--- src/rtl/vga_fb_arbiter.sv ---
// vga_fb_arbiter: owns the framebuffer port; scan-out reads take fixed slots, receiver writes fill the rest.
module vga_fb_arbiter #(
  parameter int IMG_W = 160,
  parameter int IMG_H = 120,
  parameter int SCALE = 4,
  parameter int DATA_W = 8,
  parameter int ADDR_W = 15,
  parameter logic [DATA_W-1:0] BORDER = '0
) (
  input  logic              clk_in,
  input  logic              reset,
  input  logic [9:0]        h_count,
  input  logic [9:0]        v_count,
  input  logic              display_en,
  input  logic              frame_start,
  input  logic              wr_valid,
  input  logic [DATA_W-1:0] wr_data,
  output logic              wr_ready,
  output logic              frame_done,
  output logic [ADDR_W-1:0] mem_addr,
  output logic              mem_we,
  output logic [DATA_W-1:0] mem_wdata,
  input  logic [DATA_W-1:0] mem_rdata,
  output logic [DATA_W-1:0] pixel_out
);
  typedef enum logic [1:0] {IDLE, STREAM, DONE} state_t;
  localparam int SH = $clog2(SCALE);
  localparam logic [31:0] IW = 32'(IMG_W);
  localparam logic [ADDR_W-1:0] LAST = ADDR_W'(IMG_W * IMG_H - 1);
  state_t state_q;
  logic [ADDR_W-1:0] wr_addr_q, rd_addr;
  logic [9:0] x, y;
  logic in_img, rd_req, accept;
  logic rd_q, en_q, in_img_q;
  logic [DATA_W-1:0] hold_q, pixel_q;
  assign x = h_count >> SH;
  assign y = v_count >> SH;
  assign in_img = 32'(x) < IMG_W && 32'(y) < IMG_H;
  assign rd_req = display_en && in_img && (h_count & 10'(SCALE - 1)) == '0;
  // y*IMG_W as a sum of shifted copies of y, one per set bit of IMG_W
  always_comb begin
    rd_addr = ADDR_W'(x);
    for (int i = 0; i < 32; i++)
      rd_addr = IW[i] ? rd_addr + ADDR_W'(32'(y) << i) : rd_addr;
  end
  assign wr_ready = !reset && state_q == STREAM && !rd_req;
  assign accept = wr_valid && wr_ready;
  assign frame_done = state_q == DONE;
  assign mem_addr = rd_req ? rd_addr : wr_addr_q;
  assign mem_we = accept;
  assign mem_wdata = wr_data;
  assign pixel_out = pixel_q;
  always_ff @(posedge clk_in) begin
    if (reset) begin
      state_q <= IDLE;
      wr_addr_q <= '0;
    end else if (frame_start) begin
      state_q <= STREAM;
      wr_addr_q <= '0;
    end else if (state_q == DONE) begin
      state_q <= IDLE;
    end else if (accept) begin
      state_q <= wr_addr_q == LAST ? DONE : STREAM;
      wr_addr_q <= wr_addr_q == LAST ? '0 : wr_addr_q + ADDR_W'(1);
    end
  end
  // RAM data arrives one cycle after the read slot; the hold register replicates it across SCALE pixels
  always_ff @(posedge clk_in) begin
    if (reset) begin
      rd_q <= 1'b0;
      en_q <= 1'b0;
      in_img_q <= 1'b0;
      hold_q <= '0;
      pixel_q <= '0;
    end else begin
      rd_q <= rd_req;
      en_q <= display_en;
      in_img_q <= in_img;
      hold_q <= rd_q ? mem_rdata : hold_q;
      pixel_q <= !en_q ? '0 : (in_img_q ? (rd_q ? mem_rdata : hold_q) : BORDER);
    end
  end
endmodule

--- config.mk ---
export PLATFORM = sky130hd
export DESIGN_NAME = vga_fb_arbiter
export DESIGN_NICKNAME = d
export VERILOG_FILES = /design/src/rtl/vga_fb_arbiter.sv
export SDC_FILE = /design/constraint.sdc
export NUM_CORES = 1
export LEC_CHECK = 0
export BUFFER_PORTS_ARGS = -buffer_cell sky130_fd_sc_hd__buf_2
export CORE_MARGIN = 10
export CORE_UTILIZATION = 54
export CTS_CLUSTER_SIZE = 8
export DETAILED_ROUTE_END_ITERATION = 8
export PLACE_DENSITY = 0.82
export SLEW_MARGIN = 30
export SYNTH_ARGS = -nofsm -noshare
export SYNTH_HDL_FRONTEND = slang
export SYNTH_SLANG_ARGS = --single-unit
--- constraint.sdc ---
create_clock -name clk_in -period 4.32 [get_ports clk_in]
set_input_delay 0.432 -clock clk_in [delete_from_list [all_inputs] [get_ports clk_in]]
set_output_delay 0.432 -clock clk_in [all_outputs]
set_load 0.005 [all_outputs]
== Word-level counts from Yosys, hierarchy flattened ==
Cells that the tools add are included.
Storage, ports and cells
  register bits: 36
Cells by class
  add/sub/neg operators: 3
  $lt $le $gt $ge: 2
  equal/unequal tests: 3
  multiplexer cells: 7
  bitwise gates (word level): 3
  reductions and logical operators: 14
Operators by type and width (count)
  $mux 15: 2
  $add 14x15->15: 1
  $add 15x1->15 const B: 1
  $eq 15x15->1 const B: 1
  $add 8x13->14: 1
  $logic_not 10->1: 1
  $lt 8x7->1 const B: 1
  $lt 8x8->1 const B: 1
  $mux 8: 1
  $logic_and 1x1->1: 6
  $reduce_or 3->1: 2
  $mux 1: 3
  $not 1->1: 3
  $reduce_bool 3->1: 1
  $eq 2x1->1 const B: 1
  $eq 2x2->1 const B: 1
  $logic_not 1->1: 2
  $mux 2: 1
  $reduce_and 2->1: 1
  $reduce_or 2->1: 1

== Depth between registers and ports, before layout ==
  depth after elaboration: 10
  gate-level depth with buffers: 9
  gate-level depth less buffers: 9

== Worst setup path after synthesis ==
No wires, ideal clock.
  path kind: input -> output
  start: in h_count[9]
  end: out mem_addr[14]
  arrival time: 2.544 ns
  required time: 3.888 ns
  path slack: 1.344 ns
  stages on the path: 9
  path through: inv_1 > fa_1 > inv_1 > fa_1 > a21o_1 > o21ba_2 > o31ai_1 > o21ai_0 > mux2_2
Between the ends
  cells in the longest elaborated chain, start to end: 5
RTL lines
  from (decl): RTL line 12  | input logic [9:0] h_count,
  branches (longest 4 deep; another with $add 14x15->15)
  $mux 15 *: RTL line 49  | assign mem_addr = rd_req ? rd_addr : wr_addr_q;
  to (decl): RTL line 20  | output logic [ADDR_W-1:0] mem_addr,
Mark *: on every way between the ends.

== Worst setup path after layout ==
Ends and elaborated chain as after synthesis.

==> results.sh <==
export IMPL_cp_required_ns=3.89
export IMPL_placed_area_um2=2360
export IMPL_cp_end_kind="output port"
export IMPL_start_util=0.569
export IMPL_finalPower_uw=727
export IMPL_ant_nets=0
export IMPL_clkPwrFrac=0.395
export IMPL_intPower_uw=553
export IMPL_ioPinCount=75
export IMPL_holdCritPathClass="in -> reg"
export IMPL_synth_edf_count=0
export IMPL_final_nets=345
export IMPL_rows=22
export IMPL_n_antenna_cell=0
export IMPL_finalSetupTns_ns=0
export IMPL_hold_worst_slack_ns=0.347
export IMPL_tightest_slew_ns=0.502
export IMPL_synthTopCellsByArea="dfxtp_1, ha_1, mux2_2"
export IMPL_dieArea_um2=6860
export IMPL_crit_fanout=2
export IMPL_vias=1899
export IMPL_p_seq_frac=0.464
export IMPL_routed_wl_mm=5.00
export IMPL_synth_cells=241
export IMPL_ctsHoldBuffers=0
export IMPL_synth_top_cell_area_share=0.338
export IMPL_r2r_setup_slack_ns=2.27
export IMPL_cp_startpoint="h_count[9]"
export IMPL_cts_tree="yes"
export IMPL_clock_sinks=36
export IMPL_dp_final_hpwl_mm=3.86
export IMPL_die_w_um=82.8
export IMPL_yosys_warnings=0
export IMPL_fin_crit_sh=0.771
export IMPL_grt_max_degree=25
export IMPL_comb_power_share=0.141
export IMPL_drv_cap=0
export IMPL_synth_seq_cells=36
export IMPL_syn_nets=300
export IMPL_p_per_area_nw_per_um2=294
export IMPL_status="finished clean"
export IMPL_die_height_um=82.8
export IMPL_fin_area_um2=2470
export IMPL_worstPathArrival_ns=2.90
export IMPL_drt_wirelength_per_cell_um=14.9
export IMPL_clk_path_buf_depth=2
export IMPL_drive_above_1_share=0.279
export IMPL_gp_congestion=0.843
export IMPL_synth_cell_area_um2=2130
export IMPL_max_freq_ghz=0.300
export IMPL_swShare=0.239
export IMPL_path_class="in -> out"
export IMPL_whs_path_depth=2
export IMPL_critPathLaunchType="primary input"
export IMPL_r2r_end="wr_addr_q[10]"
export IMPL_via_per_inst=5.67
export IMPL_max_slew_margin=0.665
export IMPL_dr_pass1_iters=4
export IMPL_holdCritStartpoint="v_count[9]"
export IMPL_skew_ns=0.00471
export IMPL_grt_overflow_total=0
export IMPL_synth_avg_cell_area_um2=8.84
export IMPL_portBuffers=56
export IMPL_reg2reg_depth=6
export IMPL_grt_pass1_vias=1881
export IMPL_drc_errors=0
export IMPL_synth_flop_cell="dfxtp_1"
export IMPL_hold_violations=0
export IMPL_rsz0062_at_grt="no"
export IMPL_drt_iter0_markers=78
export IMPL_core_um2=3740
export IMPL_post_route_min_period_ns=3.33
export IMPL_grt_use_total=0.140
export IMPL_p_leak_nw=1.12
export IMPL_slew_violations=0
export IMPL_worstSkewPairLatency_ns=0.29
export IMPL_cts_resized_gates=0
export IMPL_peakVddDrop_mv=0.146
export IMPL_synth_area_leader_cell="dfxtp_1"
export IMPL_syn_to_final_growth_pct=16.0
export IMPL_cts_root_buf="clkbuf_8"
export IMPL_ys_seq_area_frac=0.338
export IMPL_grt_antenna_before_repair=0
export IMPL_setup_violations=0
export IMPL_cts_clk_slew_worst_paths_ns=0.07
export IMPL_h_tree_depth=2
export IMPL_ys_types=48
export IMPL_switchingPower_uw=174
export IMPL_grt_pass1_wl_mm=8.38
export IMPL_postCtsSetupRepairBufs=0
export IMPL_min_to="in_img_q"
export IMPL_cts_buffers=5
export IMPL_reg2reg_from="wr_addr_q[0]"
export IMPL_async_flop_share=0
## synth_stat cells (3+ instances only)
cell type / n
nand3_1: 7
ha_1: 16
and3_1: 11
nand4_1: 6
a21oi_1: 12
mux2_2: 10
buf_4: 8
xor2_1: 6
or3_1: 3
or4_1: 4
o31ai_1: 4
o21ai_0: 14
inv_1: 6
dfxtp_1: 36
clkbuf_1: 8
nor2_1: 22
a211oi_1: 3
mux2i_1: 8
nand2_1: 21
## cell type report
type | instances | area, um^2
clock inverter | 2 | 35.0
tap | 48 | 60.1
fill | 326 | 1270
sequential | 36 | 721
multi-input combinational | 180 | 1270
timing repair buffer | 56 | 280
clock buffer | 6 | 72.6
inverter | 7 | 31.3
## stage by stage
stage          setup WS [ns]  cells   util
3_3_place_gp            1.02    327  0.631
4_1_cts                0.991    335  0.660
2_1_floorplan           1.34    241      -
6_report               0.989    335  0.660
5_1_grt                0.836    335  0.660
3_5_place_dp            1.00    327  0.631
## routing by layer
layer,GRT usage,wire [um]
met5,0,0
met4,0.0585,68
met3,0.0479,378
met2,0.221,2200
met1,0.169,2350
## registers in the layout, indices dropped and copies added, names as in the netlist
register and flops:
en_q 1, hold_q 8, in_img_q 1, pixel_out 8, rd_q 1, state_q 2, wr_addr_q 15
## critical path, stage by stage
cell and delay [ns]:
buf_2 0.09, inv_1 0.05, fa_1 0.52, inv_1 0.07, fa_1 0.47, a21o_1 0.22
o21ba_2 0.21, o31ai_1 0.31, o21ai_0 0.14, mux2_2 0.26, buf_2 0.13
## cell families after synthesis
| logic type | count (synthesis) | share of synthesized area |
|---|---|---|
| and+or+nand+nor | 88 | 0.217 |
| xor gates and xnor gates | 7 | 0.0288 |
| buffers and inverters | 25 | 0.0646 |
| adders and majority gates | 18 | 0.113 |
| DFF | 36 | 0.338 |
| AOI/OAI and AO/OA | 49 | 0.147 |
| muxes | 18 | 0.0905 |
## power groups by stage
stage | sequential, mW | clock, mW | combinational [mW]
finish | 0.338 | 0.287 | 0.102
CTS | 0.338 | 0.291 | 0.103
detailed placement | 0.345 | 0 | 0.103
global route | 0.338 | 0.306 | 0.116
floorplan | 0.344 | 0 | 0.0753
global placement | 0.345 | 0 | 0.0994
## how the worst max path moves through the flow
| stage | to | slack (ns) | cells after the start |
|---|---|---|---|
| 2_1_floorplan | mem_addr[14] | 1.34 | 9 |
| 3_3_place_gp | mem_addr[14] | 1.02 | 11 |
| 3_5_place_dp | mem_addr[14] | 1.00 | 11 |
| 4_1_cts | mem_addr[14] | 0.99 | 11 |
| 5_1_grt | mem_addr[12] | 0.84 | 11 |
| 6_report | mem_addr[14] | 0.99 | 11 |
## cell usage in the layout, fill, tap and decap left out, drive strengths merged, types with 8 or more instances in the layout
cell type / n
nand3: 8
and3: 11
nor2: 22
nand2: 21
ha: 16
o21ai: 15
dfxtp: 36
mux2i: 8
a21oi: 12
buf: 56
mux2: 10
Note: power is estimated with default switching activity, not from simulation.
